[src/rtl/mem_arb_pkg.sv]
// Shared types and default widths for the unified-memory arbiter.
package mem_arb_pkg;

  typedef enum logic [1:0] {
    IDLE,
    I_WAIT,
    D_WAIT
  } arb_state_t;

  typedef enum logic {
    PORT_I,
    PORT_D
  } arb_port_t;

  localparam int unsigned DEF_ADDR_W = 32;
  localparam int unsigned DEF_DATA_W = 32;
  localparam int unsigned DEF_MEM_AW = 6;

endpackage

[src/rtl/mem_arbiter_pick.sv]
// Winner selection between fetch and data requesters.
// Define MEM_ARB_RR_EN for round-robin on simultaneous requests; otherwise data always wins.
module arb_pick
  import mem_arb_pkg::*;
(
  input  logic      i_req,
  input  logic      d_req,
  input  arb_port_t last_grant,
  output logic      grant_valid,
  output arb_port_t grant
);

  assign grant_valid = i_req | d_req;

`ifdef MEM_ARB_RR_EN
  always_comb begin
    if (i_req && d_req) begin
      grant = (last_grant == PORT_D) ? PORT_I : PORT_D;
    end else begin
      grant = d_req ? PORT_D : PORT_I;
    end
  end
`else
  logic unused_last_grant;
  assign unused_last_grant = (last_grant == PORT_D);
  assign grant = d_req ? PORT_D : PORT_I;
`endif

endmodule

[src/rtl/mem_arbiter.sv]
// Single-port RAM arbiter serialising MIPS fetch and data accesses, one access per two cycles.
// Optional MEM_ARB_RR_EN enables round-robin arbitration (see arb_pick).
module mem_arbiter
  import mem_arb_pkg::*;
#(
  parameter int unsigned ADDR_W = DEF_ADDR_W,
  parameter int unsigned DATA_W = DEF_DATA_W,
  parameter int unsigned MEM_AW = DEF_MEM_AW
) (
  input  logic              clk,
  input  logic              reset,
  input  logic              i_req,
  input  logic [ADDR_W-1:0] i_addr,
  output logic [DATA_W-1:0] i_rdata,
  output logic              i_ready,
  input  logic              d_req,
  input  logic              d_we,
  input  logic [ADDR_W-1:0] d_addr,
  input  logic [DATA_W-1:0] d_wdata,
  output logic [DATA_W-1:0] d_rdata,
  output logic              d_ready,
  output logic              m_en,
  output logic              m_we,
  output logic [MEM_AW-1:0] m_addr,
  output logic [DATA_W-1:0] m_wdata,
  input  logic [DATA_W-1:0] m_rdata
);

  arb_state_t        state, state_nx;
  logic              grant_valid;
  arb_port_t         grant;
  arb_port_t         last_grant;
  logic              d_we_q;
  logic [DATA_W-1:0] i_hold, d_hold;
  logic [MEM_AW-1:0] i_waddr, d_waddr;

  assign i_waddr = i_addr[MEM_AW+1:2];
  assign d_waddr = d_addr[MEM_AW+1:2];

  logic unused_addr_bits;
  assign unused_addr_bits = ^{i_addr[1:0], d_addr[1:0],
                              i_addr[ADDR_W-1:MEM_AW+2], d_addr[ADDR_W-1:MEM_AW+2]};

  arb_pick u_pick (
    .i_req      (i_req),
    .d_req      (d_req),
    .last_grant (last_grant),
    .grant_valid(grant_valid),
    .grant      (grant)
  );

`ifdef MEM_ARB_RR_EN
  always_ff @(posedge clk) begin
    if (reset) begin
      last_grant <= PORT_I;
    end else if (state == IDLE && grant_valid) begin
      last_grant <= grant;
    end
  end
`else
  assign last_grant = PORT_I;
`endif

  always_ff @(posedge clk) begin
    if (reset) begin
      state  <= IDLE;
      d_we_q <= 1'b0;
      i_hold <= '0;
      d_hold <= '0;
    end else begin
      state <= state_nx;
      if (state == IDLE && grant_valid && grant == PORT_D) begin
        d_we_q <= d_we;
      end
      if (state == I_WAIT) begin
        i_hold <= m_rdata;
      end
      if (state == D_WAIT && !d_we_q) begin
        d_hold <= m_rdata;
      end
    end
  end

  // Reset gates every output so a WAIT cycle under reset produces no ready pulse.
  always_comb begin
    state_nx = state;
    m_en     = 1'b0;
    m_we     = 1'b0;
    m_addr   = '0;
    m_wdata  = '0;
    i_ready  = 1'b0;
    d_ready  = 1'b0;
    i_rdata  = i_hold;
    d_rdata  = d_hold;
    if (reset) begin
      i_rdata  = '0;
      d_rdata  = '0;
      state_nx = IDLE;
    end else begin
      unique case (state)
        IDLE: begin
          if (grant_valid) begin
            m_en    = 1'b1;
            m_wdata = d_wdata;
            if (grant == PORT_D) begin
              m_we     = d_we;
              m_addr   = d_waddr;
              state_nx = D_WAIT;
            end else begin
              m_addr   = i_waddr;
              state_nx = I_WAIT;
            end
          end
        end
        I_WAIT: begin
          i_ready  = 1'b1;
          i_rdata  = m_rdata;
          state_nx = IDLE;
        end
        D_WAIT: begin
          d_ready = 1'b1;
          if (!d_we_q) begin
            d_rdata = m_rdata;
          end
          state_nx = IDLE;
        end
        default: state_nx = IDLE;
      endcase
    end
  end

endmodule

[config.mk]
export PLATFORM = sky130hd
export DESIGN_NAME = mem_arbiter
export DESIGN_NICKNAME = d
export VERILOG_FILES = /design/src/rtl/mem_arb_pkg.sv /design/src/rtl/mem_arbiter_pick.sv /design/src/rtl/mem_arbiter.sv
export SDC_FILE = /design/constraint.sdc
export NUM_CORES = 1
export LEC_CHECK = 0
export BUFFER_PORTS_ARGS = -buffer_cell sky130_fd_sc_hd__buf_2
export CAP_MARGIN = 20
export CORE_AREA = 2 2 94 96
export DETAILED_ROUTE_END_ITERATION = 10
export DIE_AREA = 0 0 96 98
export GPL_ROUTABILITY_DRIVEN = 0
export PLACE_DENSITY_LB_ADDON = 0.2
export RECOVER_POWER = 100
export SETUP_SLACK_MARGIN = 0.05
export SLEW_MARGIN = 20
export SYNTH_ARGS = -nofsm -noshare
export SYNTH_HDL_FRONTEND = slang
export SYNTH_SLANG_ARGS = --single-unit
[constraint.sdc]
create_clock -name clk -period 2.2 [get_ports clk]
set_clock_uncertainty 0.15 [all_clocks]
set_input_delay 0.11 -clock clk [delete_from_list [all_inputs] [get_ports clk]]
set_output_delay 0.11 -clock clk [all_outputs]
set_load 0.01 [all_outputs]
==> impl_summary.md <==
Synthesis
Yosys mapped the design onto 22 distinct sky130hd cell types. The leading cell type by number of instances after synthesis is nand2_1. The total nets after synthesis is ~500. In the synthesized netlist, the number of instances is 374.

The share of synthesized area in the top cell type comes to 46.7%. The mapped netlist covers about 0.0029 mm2. By area the synthesized netlist is led by dfxtp_1 47%, a21oi_1 17%, nand2_1 14%. The synthesized design contains 0 enable-type register cells. The cell type with the largest total area after synthesis is dfxtp_1. Of the synthesized area, sequential elements account for about 47%.

In the synthesized netlist, the cells that appear most often are 108 x nand2_1, 96 x a21oi_1, 67 x dfxtp_1. A synthesized cell averages 7.68 um2. In the synthesized netlist the async set-or-reset flop fraction comes to 0%. The Yosys warning count is 0. The top flip-flop cell by instance count after synthesis is dfxtp_1. Synthesis inferred 67 register bits.

Clocking
Counting along the longest clock path gives a buffer depth of 2. Buffers inserted during clock tree synthesis total 9. The H-tree was split into 3 levels. The tree is rooted in a clkbuf_8. The buffers inserted during post-CTS setup optimization is 0. The clock net in this run drives a total of 67 sinks.

The source-to-sink clock delay at the later pin of the worst-skew pair is 0.33 ns. TritonCTS built the clock tree. After clock tree synthesis, the clock-pin slew on the worst setup and hold paths is around 0.060 ns.

Floorplan
The die height is 98 um. The initial cell density of the core is between 30% and 40%. The overall die area is 0.00941 mm2. The area inside the core boundary is 0.00847 mm2. The I/O pin total is 239. In this run the core area contains 34 standard-cell rows. The die outline width is 96 um.

Timing
Headroom to the max-slew limit came out at 69.6%. Setup violations remaining at the end of the flow were counted as 0. In the finished design, the share of the clock period the worst path needs comes to 92.7%. The number of failing hold endpoints at the final stage came to 0. After routing, the total negative slack on setup checks comes to 0 ns.

Setup repair after global routing left no endpoint under its margin. The count of pins over their slew limit is 0. At the pin with the least slew margin, the transition time is roughly 0.46 ns.

The highest clock frequency the design can meet is 491 MHz. The final period demand of the worst path is ~2.0 ns.

Final layout
After the last flow step, the layout net total stands at 715. From synthesis to final layout, the design area changed by 49.2%. The count of inserted antenna diode cells is 0.

The share of cells above drive strength 1 is between 20% and 30%. The finished layout holds 694 standard cells, fillers aside.

Global route
The global-route wire length before repair is roughly 15,000 um. The via count of the first global-routing pass is 3,075. The total overflow left after global routing is 0. Entering global routing, the biggest net connects 100 pins. The number of antenna violations at the first check in global routing is 0. Global routing used 20.5% of the available tracks.

Power
Power spread over the standard cell area amounts to 669 mW/mm2. The maximum ir drop on the vdd rail is 0.367 mV. The static power due to leakage is 1.71 nW.

Setup path
The largest individual stage delay along the critical path comes from the cell dfxtp_2. The path type of the worst setup path is reg -> out. The data arrival time of the worst path is 1.78 ns.

The critical path goes through nor3_4, o21a_1, buf_4, and2_0, buf_2. Counting both buffers and inverters, the worst setup path holds a total of 2. On the worst path, the slowest cell contributes a delay of 0.37 ns. The cell family with the largest share of critical-path delay is simple AND/OR/NAND/NOR gates. At the worst endpoint, the required time is 1.94 ns. The element type at the critical path end is a primary output.

The element type at the critical path start is a register. Along the worst path, the maximum fanout reaches 33.

Drt
After the first detailed-routing iteration, the DRC count stood at 117. The count of unresolved DRC violations after routing is 0. The total length of routed wires is ~9500 um.

The number of nets still failing antenna checks after routing is 0. After detailed routing, the number of vias per cell comes to 4.64. The average wire per standard cell is around 14 um. The first TritonRoute pass finished after 4 iterations. For this block, the via count after detailed routing is roughly 3,200.

Min path
The tightest min-delay check is of the in -> reg type.

Place
The cell count after placement is 646. The detailed placer's ending HPWL is 7010 um. The number of input and output port buffers inserted is roughly 190.

Outcome
The flow ran to the end, and the final reports show no timing, DRC or antenna violations.

Flow run
The count of max-cap constraint violations is 0.
-- where the power goes --
group	switching [mW]	internal, mW	leakage, nW
Clock	0.485	0.633	0.102
Combinational	0.264	0.209	1.07
Sequential	0.0174	1.26	0.545
-- state kept, by name (all words and copies together) (netlist names) --
register and count:
d_hold 32, d_we_q 1, i_hold 32, state 2
-- worst paths after layout --
check,endpoint,slack [ns],from,cells past startpoint
hold reg to reg,d_hold[14],0.31,d_hold[14],2
setup reg to reg,d_hold[28],0.68,state[1],4
setup / recovery,m_wdata[27],0.16,state[0],5
hold / removal,state[0],0.04,i_req,2
-- cells by family after synthesis --
logic type	share of synthesized area (%)
DFF	46.7
AOI/OAI and AO/OA	18.8
and+or+nand+nor	28.5
muxes	0.348
buffers and inverters	5.66
-- per-layer routing --
metal	up-vias	part of all wire, %	track usage [%]
li1	1633	-	-
met1	1436	43	24.0
met2	135	44	33.0
met3	15	11	9.03
met4	0	1.6	7.36
met5	-	0	0
-- layout make-up --
type,count,area (um2)
Fill cell,880,4180
Clock buffer,9,124
Sequential cell,67,1340
Clock inverter,6,88.8
Tap cell,108,135
Multi-Input combinational cell,276,1350
Timing Repair Buffer,228,1240
-- worst reg2reg max path, delay by kind of cell (launching register included) --
family                 cells  cell delay, ns
buffers and inverters      1            0.20
and+or+nand+nor            2            0.59
DFF                        1            0.39
AOI/OAI and AO/OA          1            0.07
-- through the flow --
stage / util (%) / total power [mW] / cell area, um2 / hold WS, ns / setup slack [ns]
finish: 50.6 / 2.87 / 4290 / 0.0391 / 0.161
floorplan: - / 1.55 / 2870 / 0.107 / 0.764
global route: 50.6 / 3.01 / 4290 / 0.0471 / 0.0339
CTS: 52.2 / 2.92 / 4420 / 0.0388 / 0.0990
detailed placement: 45.8 / 1.76 / 3880 / 0.227 / 0.316
global placement: 45.8 / 1.75 / 3880 / 0.213 / 0.336
-- placed cells by master, fill, tap and decap left out, types with 2 or more instances in the layout --
| cell | synthesis | final |
|---|---|---|
| nand2_1 | 108 | 120 |
| a21oi_1 | 96 | 96 |
| buf_2 | 17 | 96 |
| clkbuf_1 | 5 | 89 |
| dfxtp_1 | 67 | 65 |
| dlygate4sd3_1 | 0 | 33 |
| and2_1 | 33 | 18 |
| and2_0 | 0 | 15 |
| clkbuf_8 | 0 | 9 |
| nand2_2 | 20 | 8 |
| a22o_1 | 6 | 6 |
| buf_4 | 0 | 6 |
| nor3b_1 | 2 | 2 |
| nor2_1 | 2 | 2 |
| clkinvlp_4 | 0 | 2 |
| bufinv_16 | 0 | 2 |
| clkbuf_2 | 2 | 2 |
| buf_12 | 0 | 2 |
| dfxtp_2 | 0 | 2 |
-- timing repair --
| action | CTS | global route |
|---|---|---|
| endpoints found under the setup margin | 26 | 28 |
| hold buffers | 33 | 0 |
| gates resized for setup | 1 | 3 |
| endpoints found under the hold margin | 65 | 0 |
Note: power is estimated with default switching activity, not from simulation.
